`src/rtl/unidade_controle_exp6.sv`:
```
// -----------------------------------------------------------------------------
// unidade_controle_exp6
//
// Moore control unit for the exp6 memory game. It steps the datapath through
// preparation, rounds, plays and the three end states. A game has 16 rounds,
// and round N needs N+1 correct plays (memory addresses 0..N).
//
// Ports
//   clock                : system clock, rising edge
//   reset                : asynchronous, active-low; forces inicial
//   iniciar              : start/restart request (level)
//   fimRod               : round counter at its last round
//   igual                : registered play matches memory data
//   enderecoIgualRodada  : address counter equals round counter
//   jogada_feita         : one-cycle play pulse
//   fimT                 : play timer expired
//   zeraE/contaE         : address counter clear / enable
//   zeraRod/contaRod     : round counter clear / enable
//   zeraT/contaT         : play timer clear / enable
//   zeraR/registraR      : play register clear / load
//   pronto               : game over (any outcome)
//   ganhou/perdeu/timeout: outcome flags
//   db_estado            : current state code for the debug display
// -----------------------------------------------------------------------------
module unidade_controle_exp6 (
    input  logic       clock,
    input  logic       reset,
    input  logic       iniciar,
    input  logic       fimRod,
    input  logic       igual,
    input  logic       enderecoIgualRodada,
    input  logic       jogada_feita,
    input  logic       fimT,
    output logic       zeraE,
    output logic       contaE,
    output logic       zeraRod,
    output logic       contaRod,
    output logic       zeraT,
    output logic       contaT,
    output logic       zeraR,
    output logic       registraR,
    output logic       pronto,
    output logic       ganhou,
    output logic       perdeu,
    output logic       timeout,
    output logic [3:0] db_estado
);

    // Codes are visible on db_estado and must not be re-encoded.
    typedef enum logic [3:0] {
        st_inicial        = 4'h0,
        st_preparacao     = 4'h1,
        st_nova_rodada    = 4'h2,
        st_espera_jogada  = 4'h3,
        st_registra       = 4'h4,
        st_comparacao     = 4'h5,
        st_proximo        = 4'h6,
        st_proxima_rodada = 4'h7,
        st_fim_acertou    = 4'hA,
        st_fim_timeout    = 4'hD,
        st_fim_errou      = 4'hE
    } state_t;

    state_t state;
    state_t next_state;

    // NOTE: state register uses non-blocking assignments so every flop samples
    // the pre-edge value of next_state; blocking here would race other blocks.
    always_ff @(posedge clock or negedge reset) begin
        if (!reset) begin
            state <= st_inicial;
        end else begin
            state <= next_state;
        end
    end

    // NOTE: next_state gets a default before the case so no path leaves it
    // unassigned; otherwise synthesis would infer a latch.
    always_comb begin
        next_state = state;
        case (state)
            st_inicial:        if (iniciar) next_state = st_preparacao;
            st_preparacao:     next_state = st_nova_rodada;
            st_nova_rodada:    next_state = st_espera_jogada;
            st_espera_jogada: begin
                // A play landing in the same cycle as expiry still counts.
                if (jogada_feita)  next_state = st_registra;
                else if (fimT)     next_state = st_fim_timeout;
            end
            st_registra:       next_state = st_comparacao;
            st_comparacao: begin
                if (!igual)                              next_state = st_fim_errou;
                else if (enderecoIgualRodada && fimRod)  next_state = st_fim_acertou;
                else if (enderecoIgualRodada)            next_state = st_proxima_rodada;
                else                                     next_state = st_proximo;
            end
            st_proximo:        next_state = st_espera_jogada;
            st_proxima_rodada: next_state = st_nova_rodada;
            st_fim_acertou,
            st_fim_errou,
            st_fim_timeout:    if (iniciar) next_state = st_preparacao;
            // Any code outside the enum recovers to idle.
            default:           next_state = st_inicial;
        endcase
    end

    // Moore output decode: a pure function of the state register.
    always_comb begin
        zeraE     = 1'b0;
        contaE    = 1'b0;
        zeraRod   = 1'b0;
        contaRod  = 1'b0;
        zeraT     = 1'b0;
        contaT    = 1'b0;
        zeraR     = 1'b0;
        registraR = 1'b0;
        pronto    = 1'b0;
        ganhou    = 1'b0;
        perdeu    = 1'b0;
        timeout   = 1'b0;
        case (state)
            st_preparacao: begin
                zeraE   = 1'b1;
                zeraRod = 1'b1;
                zeraR   = 1'b1;
                zeraT   = 1'b1;
            end
            st_nova_rodada: begin
                zeraE = 1'b1;
                zeraT = 1'b1;
            end
            st_espera_jogada:  contaT = 1'b1;
            st_registra: begin
                registraR = 1'b1;
                zeraT     = 1'b1;
            end
            st_proximo: begin
                contaE = 1'b1;
                zeraT  = 1'b1;
            end
            st_proxima_rodada: contaRod = 1'b1;
            st_fim_acertou: begin
                pronto = 1'b1;
                ganhou = 1'b1;
            end
            st_fim_errou: begin
                pronto = 1'b1;
                perdeu = 1'b1;
            end
            st_fim_timeout: begin
                pronto  = 1'b1;
                perdeu  = 1'b1;
                timeout = 1'b1;
            end
            default: ;
        endcase
    end

    assign db_estado = state;

endmodule

```
`config.mk`:
```
export PLATFORM = sky130hd
export DESIGN_NAME = unidade_controle_exp6
export DESIGN_NICKNAME = d
export VERILOG_FILES = /design/src/rtl/unidade_controle_exp6.sv
export SDC_FILE = /design/constraint.sdc
export NUM_CORES = 1
export LEC_CHECK = 0
export BUFFER_PORTS_ARGS = -buffer_cell sky130_fd_sc_hd__buf_4
export CAP_MARGIN = 20
export CORE_AREA = 2 2 39 41
export CTS_CLUSTER_DIAMETER = 40
export DETAILED_ROUTE_END_ITERATION = 8
export DIE_AREA = 0 0 41 43
export PLACE_DENSITY = 0.68
export SLEW_MARGIN = 20
export SYNTH_ARGS = -nofsm -noshare
export SYNTH_HDL_FRONTEND = slang
export SYNTH_SLANG_ARGS = --single-unit
```
`constraint.sdc`:
```
create_clock -name clock -period 1.65 [get_ports clock]
set_clock_uncertainty 0.1 [all_clocks]
set_input_delay 0.2475 -clock clock [delete_from_list [all_inputs] [get_ports clock]]
set_output_delay 0.2475 -clock clock [all_outputs]
set_load 0.03 [all_outputs]
```
==> impl_results.rst, run 1 <==
.. list-table::
   :header-rows: 1

   * - Metric
     - Value
   * - Reg-to-Reg Start
     - db_estado[1]
   * - Maximum net fanout on the critical path
     - 8
   * - HP Class
     - input pin to flop
   * - Clock Latency Late Sink
     - 0.25 ns
   * - Worst path arrival time
     - 1.34 ns
   * - Proportion of netlist area held by the largest area contributor
     - 19.8%
   * - Die height
     - 43 µm
   * - Slowest stage cell on the critical path
     - sky130_fd_sc_hd__dfrtp_4
   * - Routed wire length
     - 1780 µm
   * - Final period util
     - 102%
   * - Static power due to leakage
     - 0.417 nW
   * - Layout cell share with drive strength beyond 1
     - 60.2%
   * - Wire length on met1
     - 766 µm
   * - Class of the most critical setup path
     - flop to output pin
   * - Pin slew with the least headroom to its limit
     - 0.316 ns
   * - Final critical-path setup slack
     - -0.0341 ns
   * - Share of synthesized area occupied by flip-flops and latches
     - 19.8%
   * - Routed wirelength normalized by instance count
     - 15.0 µm
   * - Final Instance Area
     - 927 µm²
   * - Cell at the root of the clock tree
     - sky130_fd_sc_hd__clkbuf_4
   * - Post-detailed-placement half-perimeter wirelength
     - 996 µm
   * - Worst supply voltage drop on vdd
     - 1.16 mV
   * - Starting Density
     - 36.6%
   * - Core region area
     - 1380 µm²
   * - Per-cell via count in the routed design
     - 5.69
   * - Combined global-route utilization of all metal layers
     - 19.7%
   * - Vias after detailed routing
     - 677
   * - Top cells by area, synth
     - sky130_fd_sc_hd__dfrtp_1 20%, sky130_fd_sc_hd__nand2_1 5.9%, sky130_fd_sc_hd__nor2_1 4.4%
   * - Worst path max stage delay
     - 0.54 ns
   * - Origin of the worst setup path
     - db_estado[1]
   * - Buffers on Ports
     - 23
   * - Clock period minus worst slack
     - 1.68 ns
   * - First-pass GRT wire length
     - 2350 µm
   * - Area overhead of the layout relative to synthesis
     - 83.0%
   * - Fmax
     - 0.594 GHz
   * - Final hold slack
     - 0.185 ns
   * - Post-Synthesis Net Count
     - 74
   * - Final setup viols
     - 9
   * - Minimum setup slack after placement
     - 0.0876 ns
   * - Maximum number of pins on one net before global-route repair
     - 16
   * - Sum of overflow across all layers after global routing
     - 0
   * - Initial antenna violation count
     - 0
   * - Number of placed I/O pins
     - 24
   * - Cells on worst reg2reg path
     - 5
   * - Flip-flop count of the largest register, all copies and words added
     - 4
   * - Syn Area/Cell
     - 7.68 µm²
   * - CTS tree
     - built
   * - Remaining routing DRC violations
     - 0
   * - Cell area after synthesis
     - 507 µm²
   * - Width of the chip
     - 41 µm
   * - Most area-hungry cell type in the Yosys netlist
     - sky130_fd_sc_hd__dfrtp_1
   * - Cells along the critical path
     - xor2_2, nor3b_4, buf_6
   * - DRT antenna net count
     - 0
   * - DRT Pass-1 Iters
     - 4
   * - Distinct cell type count after synthesis
     - 34
   * - Full die area
     - 1760 µm²
   * - DRC marker count from the first detailed-route iteration
     - 33
   * - Amount of wire on met2 after detailed routing
     - 888 µm
   * - Met3 wire len
     - 101 µm
   * - Maximum count of clock buffers along a single path
     - 2
   * - Total count of hold-check failures in the final report
     - 0
   * - Number of global-route vias before repair
     - 559
   * - Reg-to-reg critical path endpoint
     - db_estado[2]
   * - Required time of the critical path
     - 1.30 ns
   * - H-tree depth
     - 1
   * - Total power consumption of the routed design
     - 2.24 mW
   * - Status
     - complete, but fails checks
   * - Max-cap violations
     - 0
   * - Worst setup EP type
     - output pin
   * - Capture point of the critical path
     - zeraE
   * - Number of warnings reported in the yosys synthesis log
     - 0
   * - Core Rows
     - 14
   * - Unrepaired setup endpoints after global routing
     - yes
   * - Max-slew headroom at the worst pin
     - 79.0%
   * - Antenna Cells
     - 0
   * - Setup slack on the worst flop-to-flop path
     - -0.02 ns
   * - Post-synthesis instance total
     - 66
   * - Violations in the final reports
     - negative setup slack
   * - Startpoint type of the worst setup path
     - flop
   * - Global placement routability congestion
     - 0.793
   * - Count of clock tree sinks
     - 4
   * - Area of placed instances
     - 729 µm²
   * - Highest metal layer with signal wires
     - met4
   * - Register clock-pin slew on the reported worst setup and hold paths
     - 0.05 ns
   * - Synth Register Bits
     - 4
   * - Number of pins with negative max-slew slack in the final report
     - 0
   * - Nets
     - 113
   * - Power density over cell area
     - 2420 nW/µm²
   * - Hold_sp
     - iniciar
   * - Number of CTS-inserted buffers
     - 3
[routing by layer]
layer	GRT usage, %	vias up
met4	14.0	0
met2	27.8	34
met1	25.6	322
met5	0	-
li1	-	315
met3	3.66	6
[where the power goes]
| group | internal (mW) | switching, mW | total [mW] |
|---|---|---|---|
| Clock | 0.0818 | 0.0471 | 0.129 |
| Combinational | 0.837 | 0.963 | 1.80 |
| Sequential | 0.170 | 0.146 | 0.316 |
| Total | 1.09 | 1.16 | 2.24 |
[cell usage in the layout, fill, tap and decap left out, types with 2 or more instances in the layout]
cell type	instances
sky130_fd_sc_hd__nor2_1	6
sky130_fd_sc_hd__dfrtp_4	2
sky130_fd_sc_hd__and2b_1	2
sky130_fd_sc_hd__o21bai_1	3
sky130_fd_sc_hd__buf_4	33
sky130_fd_sc_hd__buf_6	7
sky130_fd_sc_hd__nor3b_1	2
sky130_fd_sc_hd__nand2b_1	2
sky130_fd_sc_hd__and3_4	2
sky130_fd_sc_hd__dfrtp_2	2
sky130_fd_sc_hd__o21ai_0	2
sky130_fd_sc_hd__nand2_1	8
sky130_fd_sc_hd__clkbuf_4	3
sky130_fd_sc_hd__nor3_1	2
sky130_fd_sc_hd__nor4_4	2
sky130_fd_sc_hd__a21oi_1	2
sky130_fd_sc_hd__nor3_2	2
[what timing repair did]
item | 4_1_cts | 5_1_grt
endpoints found under the hold margin | 4 | 0
hold buffers | 1 | 0
setup buffers | 5 | 8
setup endpoints to repair | 7 | 14
gates resized for setup | 6 | 9
pin swaps | 1 | 4
[area by class of cell]
cell class / count / area [µm²]
tap: 16 / 20.0
timing repair buffer: 41 / 337
fill: 101 / 457
multi-input combinational: 54 / 429
sequential: 4 / 110
clock buffer: 3 / 22.5
inverter: 1 / 8.76
[through the flow]
step | utilization, % | TNS (ns) | cells
floorplan | - | -0.140 | 66
global route | 67.0 | -0.877 | 119
detailed placement | 52.7 | 0 | 102
CTS | 59.5 | -0.0378 | 111
global placement | 52.7 | 0 | 102
finish | 67.0 | -0.140 | 119
[critical path: cells and delay by family (launching register included)]
family / cells / cell delay [ns]
xor+xnor: 1 / 0.19
buf+inv: 1 / 0.15
flops: 1 / 0.54
simple gates: 1 / 0.20
[cell usage after synthesis (all sizes together)]
library cell  n
a31oi         1
a22o          1
o2bb2ai       1
a311oi        1
o21bai        3
o221ai        1
dfrtp         4
nand2b        2
o31ai         1
and2b         2
a21oi         2
a21boi        1
nor3b         3
and3          3
xor2          1
buf           7
a32oi         1
nor3          4
nor4          2
a221oi        1
inv           1
nor2b         2
a32o          1
nand2         8
o21ai         3
o32ai         1
xnor2         1
nor2          7
[worst min-delay path by stage]
stage	endpoint	slack, ns	cells after the start
finish	db_estado[1]	0.19	2
global route	db_estado[1]	0.19	2
CTS	db_estado[1]	0.16	2
detailed placement	db_estado[2]	-0.05	1
global placement	db_estado[3]	-0.06	1
floorplan	db_estado[0]	-0.15	0
[cells by family after synthesis]
| logic type | share of synthesized area (%) |
|---|---|
| AO/OA/AOI/OAI | 31.4 |
| XOR/XNOR | 3.46 |
| buffers and inverters | 9.87 |
| flip-flops | 19.8 |
| AND/OR/NAND/NOR | 35.6 |
(Power assumes the default switching activity.)
==> run 2: changes to the inputs <==
--- a/config.mk
+++ b/config.mk
@@ -12,6 +12,7 @@
 export DETAILED_ROUTE_END_ITERATION = 8
 export DIE_AREA = 0 0 41 43
 export PLACE_DENSITY = 0.68
+export RECOVER_POWER = 50
 export SLEW_MARGIN = 20
 export SYNTH_ARGS = -nofsm -noshare
 export SYNTH_HDL_FRONTEND = slang
==> run 2 against run 1 <==
  * The run still ends with negative setup slack left
  * Critical path depth is the same
  * Global-route usage stayed put
  * Register-to-register slack barely moved
  * Clock-buffer cell count did not move
  * Utilization fell by 0.27 points
  * Sequential power is essentially flat
==> impl_results.rst, run 2 (synthesized netlist as in run 1, its figures left out) <==
.. list-table::
   :header-rows: 1

   * - Metric
     - Value
   * - Core Rows
     - 14
   * - Capture point of the critical path
     - zeraE
   * - Per-cell via count in the routed design
     - 5.57
   * - Count of clock tree sinks
     - 4
   * - Total count of hold-check failures in the final report
     - 0
   * - Static power due to leakage
     - 0.413 nW
   * - Final core area utilization
     - 66.7%
   * - Number of pins with negative max-slew slack in the final report
     - 0
   * - Status
     - complete, but fails checks
   * - Initial antenna violation count
     - 0
   * - Required time of the critical path
     - 1.30 ns
   * - DRT Pass-1 Iters
     - 4
   * - Total of fill cells in the finished design
     - 103
   * - H-tree depth
     - 1
   * - Full die area
     - 1760 µm²
   * - Cells on worst reg2reg path
     - 5
   * - Max-cap violations
     - 0
   * - Fmax
     - 0.595 GHz
   * - Max-slew headroom at the worst pin
     - 79.0%
   * - Number of placed I/O pins
     - 24
   * - Most frequent cells in the layout
     - 32 x sky130_fd_sc_hd__buf_4, 8 x sky130_fd_sc_hd__nand2_1, 7 x sky130_fd_sc_hd__buf_6, 6 x sky130_fd_sc_hd__nor2_1
   * - Class of the most critical setup path
     - flop to output pin
   * - Remaining routing DRC violations
     - 0
   * - Number of CTS-inserted buffers
     - 3
   * - Combined global-route utilization of all metal layers
     - 19.7%
   * - Cell at the root of the clock tree
     - sky130_fd_sc_hd__clkbuf_4
   * - Area overhead of the layout relative to synthesis
     - 82.2%
   * - Routed wire length
     - 1800 µm
   * - Final period util
     - 102%
   * - CTS tree
     - built
   * - DRT antenna net count
     - 0
   * - Number of global-route vias before repair
     - 559
   * - Power density over cell area
     - 2430 nW/µm²
   * - Antenna Cells
     - 0
   * - Layout cell share with drive strength beyond 1
     - 59.2%
   * - Worst supply voltage drop on vdd
     - 1.15 mV
   * - Reg-to-reg critical path endpoint
     - db_estado[2]
   * - Setup slack on the worst flop-to-flop path
     - -0.02 ns
   * - Global placement routability congestion
     - 0.793
   * - First-pass GRT wire length
     - 2350 µm
   * - Width of the chip
     - 41 µm
   * - Clock period minus worst slack
     - 1.68 ns
   * - Worst path arrival time
     - 1.33 ns
   * - Startpoint type of the worst setup path
     - flop
   * - Starting Density
     - 36.6%
   * - Post-detailed-placement half-perimeter wirelength
     - 996 µm
   * - Final setup viols
     - 8
   * - Buffers on Ports
     - 23
   * - Unrepaired setup endpoints after global routing
     - yes
   * - Hold_sp
     - iniciar
   * - DRC marker count from the first detailed-route iteration
     - 33
   * - Vias after detailed routing
     - 663
   * - Flip-flop count of the largest register, all copies and words added
     - 4
   * - Final Instance Count excl. Fillers
     - 119
   * - Setup TNS after final layout
     - -0.145 ns
   * - Nets
     - 113
   * - Clock Latency Late Sink
     - 0.25 ns
   * - Cell count after placement
     - 102
   * - Worst setup EP type
     - output pin
   * - Sum of overflow across all layers after global routing
     - 0
   * - Commonest non-fill, non-tap cell in the layout
     - sky130_fd_sc_hd__buf_4
   * - Violations in the final reports
     - negative setup slack
   * - HP Class
     - input pin to flop
   * - Maximum number of pins on one net before global-route repair
     - 16
   * - Pin slew with the least headroom to its limit
     - 0.315 ns
   * - Register clock-pin slew on the reported worst setup and hold paths
     - 0.05 ns
   * - Final critical-path setup slack
     - -0.0318 ns
   * - Routed wirelength normalized by instance count
     - 15.1 µm
   * - Origin of the worst setup path
     - db_estado[1]
   * - Die height
     - 43 µm
   * - Maximum count of clock buffers along a single path
     - 2
   * - Core region area
     - 1380 µm²
   * - Reg-to-Reg Start
     - db_estado[1]
   * - Maximum net fanout on the critical path
     - 8
==> run 2: worst max-delay path, cell delays in order (launching register included) <==
cell	delay (ns)
sky130_fd_sc_hd__dfrtp_4	0.54
sky130_fd_sc_hd__xor2_2	0.19
sky130_fd_sc_hd__nor3b_4	0.20
sky130_fd_sc_hd__buf_6	0.15
==> run 2: final cells by class <==
class,instances,area [µm²],area share [%]
Multi-Input combinational cell,54,429,46.5
Timing Repair Buffer,41,333,36.0
Sequential cell,4,110,11.9
Clock buffer,3,22.5,2.44
Tap cell,16,20.0,2.17
Inverter,1,8.76,0.949
==> run 2: worst min path at each step <==
stage	end	slack [ns]	cells past startpoint
after detailed placement	db_estado[2]	-0.05	1
after global routing	db_estado[1]	0.19	2
after floorplan	db_estado[0]	-0.15	0
final	db_estado[1]	0.19	2
after CTS	db_estado[1]	0.16	2
after global placement	db_estado[3]	-0.06	1
==> run 2: where the power goes <==
part	internal [mW]	switching (mW)	leakage [nW]
clock	0.0818	0.0472	0.0138
sequential	0.170	0.146	0.0448
combinational	0.836	0.965	0.354
total	1.09	1.16	0.413
==> run 2: stage by stage <==
stage / instance area, µm² / worst slack, ns / power (mW) / hold WS, ns
floorplan: 572 / -0.107 / 1.40 / -0.148
global placement: 729 / 0.106 / 1.70 / -0.0565
detailed placement: 729 / 0.0876 / 1.71 / -0.0533
CTS: 823 / -0.0289 / 1.98 / 0.161
global route: 923 / -0.103 / 2.38 / 0.186
finish: 923 / -0.0318 / 2.25 / 0.187
==> run 2: repair_timing <==
action | CTS | global route
pin swaps | 1 | 4
setup buffers | 5 | 8
resized for setup | 6 | 9
endpoints found under the hold margin | 4 | 0
endpoints found under the setup margin | 7 | 14
hold buffers | 1 | 0
==> run 2: layer usage <==
| layer | vias up | GRT usage, % | part of all wire, % |
|---|---|---|---|
| met5 | - | 0 | 0 |
| met4 | 0 | 14.0 | 1.3 |
| met3 | 4 | 3.66 | 4.4 |
| met2 | 25 | 27.8 | 50 |
| met1 | 319 | 25.6 | 45 |
| li1 | 315 | - | - |
==> run 3: changes to the inputs <==
--- a/config.mk
+++ b/config.mk
@@ -13,6 +13,7 @@
 export DIE_AREA = 0 0 41 43
 export PLACE_DENSITY = 0.68
 export RECOVER_POWER = 50
+export SKIP_CTS_REPAIR_TIMING = 1
 export SLEW_MARGIN = 20
 export SYNTH_ARGS = -nofsm -noshare
 export SYNTH_HDL_FRONTEND = slang
==> constraint.sdc (replaced) <==
create_clock -name clock -period 1.65 [get_ports clock]
set_clock_uncertainty 0.1 [all_clocks]
set_input_delay 0.0825 -clock clock [delete_from_list [all_inputs] [get_ports clock]]
set_output_delay 0.0825 -clock clock [all_outputs]
set_load 0.03 [all_outputs]
==> run 3 against run 2 <==
  * The run now ends clean
  * Sequential power shrank 25%
  * Die area stayed put
  * Clock power barely moved
  * Global-route usage fell by 2.1 points
  * Fmax rose by 7.4%
  * Worst hold slack got worse by 0.18 ns
  * Flip-flop and latch count stayed put
==> impl_results.rst, run 3 (synthesized netlist as in run 1, its figures left out) <==
.. list-table::
   :header-rows: 1

   * - Metric
     - Value
   * - HP Class
     - input pin to flop
   * - Unrepaired setup endpoints after global routing
     - yes
   * - Class of the most critical setup path
     - flop to output pin
   * - Flip-flop count of the largest register, all copies and words added
     - 4
   * - Static power due to leakage
     - 0.365 nW
   * - Final Instance Count excl. Fillers
     - 110
   * - Routed wire length
     - 1380 µm
   * - Final setup viols
     - 0
   * - Final critical-path setup slack
     - 0.0842 ns
   * - Commonest non-fill, non-tap cell in the layout
     - sky130_fd_sc_hd__buf_4
   * - H-tree depth
     - 1
   * - Buffers on Ports
     - 23
   * - Number of pins with negative max-slew slack in the final report
     - 0
   * - DRC marker count from the first detailed-route iteration
     - 8
   * - Cell at the root of the clock tree
     - sky130_fd_sc_hd__clkbuf_4
   * - Clock Latency Late Sink
     - 0.24 ns
   * - Count of clock tree sinks
     - 4
   * - Max-cap violations
     - 0
   * - Total count of hold-check failures in the final report
     - 0
   * - Power density over cell area
     - 2430 nW/µm²
   * - Worst setup EP type
     - output pin
   * - Global placement routability congestion
     - 0.873
   * - Status
     - complete, no violations
   * - Vias after detailed routing
     - 593
   * - Number of placed I/O pins
     - 24
   * - Core Rows
     - 14
   * - Reg-to-Reg Start
     - db_estado[1]
   * - Total power consumption of the routed design
     - 1.91 mW
   * - Clock period minus worst slack
     - 1.57 ns
   * - Reg-to-reg critical path endpoint
     - db_estado[3]
   * - Final period util
     - 94.9%
   * - Global route hottest layer
     - met2
   * - Area overhead of the layout relative to synthesis
     - 55.3%
   * - Cells on worst reg2reg path
     - 4
   * - Max-slew headroom at the worst pin
     - 78.5%
   * - Initial antenna violation count
     - 0
   * - Pin slew with the least headroom to its limit
     - 0.320 ns
   * - CTS tree
     - built
   * - Worst path arrival time
     - 1.38 ns
   * - DRT antenna net count
     - 0
   * - Sum of overflow across all layers after global routing
     - 0
   * - Minimum setup slack after placement
     - 0.203 ns
   * - Most frequent cells in the layout
     - 28 x sky130_fd_sc_hd__buf_4, 8 x sky130_fd_sc_hd__nand2_1, 6 x sky130_fd_sc_hd__nor2_1
   * - Full die area
     - 1760 µm²
   * - Fmax
     - 0.639 GHz
   * - Endpoint with the worst hold slack
     - db_estado[1]
   * - DRT Pass-1 Iters
     - 4
   * - Startpoint type of the worst setup path
     - flop
   * - First-pass GRT wire length
     - 2190 µm
   * - Hold_sp
     - iniciar
   * - Maximum number of pins on one net before global-route repair
     - 18
   * - Final hold slack
     - 0.00584 ns
   * - Width of the chip
     - 41 µm
   * - Remaining routing DRC violations
     - 0
   * - Required time of the critical path
     - 1.47 ns
   * - Setup slack on the worst flop-to-flop path
     - 0.15 ns
   * - Number of CTS-inserted buffers
     - 3
   * - Maximum net fanout on the critical path
     - 12
   * - Cell count after placement
     - 105
   * - Nets
     - 104
   * - Worst supply voltage drop on vdd
     - 1.01 mV
   * - Combined global-route utilization of all metal layers
     - 17.6%
   * - Number of global-route vias before repair
     - 521
   * - Cell count of the worst hold path
     - 2
   * - Per-cell via count in the routed design
     - 5.39
   * - Die height
     - 43 µm
   * - Layout cell share with drive strength beyond 1
     - 48.9%
   * - Routed wirelength normalized by instance count
     - 12.5 µm
   * - Met3 track utilization from global routing
     - 3.14%
   * - Antenna Cells
     - 0
   * - Register clock-pin slew on the reported worst setup and hold paths
     - 0.04 ns
   * - Core region area
     - 1380 µm²
   * - Starting Density
     - 36.6%
   * - Met1 Resource Use GR
     - 24.1%
   * - Met2 demand-to-capacity share in global routing
     - 25.9%
   * - Post-detailed-placement half-perimeter wirelength
     - 1010 µm
   * - Maximum count of clock buffers along a single path
     - 2
[run 3: cell types whose count changed in the layout (fill, tap and decap cells not counted), moves of 2 or more]
cell and delta:
sky130_fd_sc_hd__and3_4 -2, sky130_fd_sc_hd__buf_6 -5, sky130_fd_sc_hd__buf_4 -4, sky130_fd_sc_hd__and3_1 +2, sky130_fd_sc_hd__dfrtp_1 +2, sky130_fd_sc_hd__dfrtp_4 -2
[run 3: metal layers]
metal / wire [µm] / share of wire, %
met2: 710 / 51
met5: 0 / 0
met4: 9 / 0.65
met3: 40 / 2.9
met1: 618 / 45
[run 3: cell type report]
| cell class | instances | area [µm²] |
|---|---|---|
| clock buffers | 3 | 22.5 |
| fillers | 133 | 597 |
| inverters | 1 | 3.75 |
| multi-input cells | 54 | 392 |
| flip-flops and latches | 4 | 103 |
| well taps | 16 | 20.0 |
| repair buffers | 32 | 246 |
[run 3: how the worst max path moves through the flow]
stage                  from  cells past startpoint      end
6_report       db_estado[1]                      4    zeraE
2_1_floorplan  db_estado[1]                      3  zeraRod
3_3_place_gp   db_estado[1]                      4    zeraE
5_1_grt        db_estado[1]                      4    zeraE
3_5_place_dp   db_estado[1]                      4    zeraE
4_1_cts        db_estado[1]                      4    zeraE
[run 3: worst max-delay path, cell delays in order, from the launching register on]
cell	delay [ns]
sky130_fd_sc_hd__dfrtp_2	0.41
sky130_fd_sc_hd__buf_6	0.18
sky130_fd_sc_hd__xor2_1	0.19
sky130_fd_sc_hd__nor3b_4	0.19
sky130_fd_sc_hd__buf_4	0.18
[run 3: where the power goes]
group	switching (mW)	internal, mW
combinational	0.894	0.656
sequential	0.0846	0.152
clock	0.0441	0.0816
[run 3: through the flow]
| stage | setup TNS (ns) | cell area [µm²] | utilization, % |
|---|---|---|---|
| after floorplan | -0.110 | 542 | - |
| after global placement | 0 | 741 | 53.5 |
| after detailed placement | 0 | 741 | 53.5 |
| after CTS | -0.0652 | 763 | 55.2 |
| after global routing | -0.0481 | 787 | 56.9 |
| final | 0 | 787 | 56.9 |
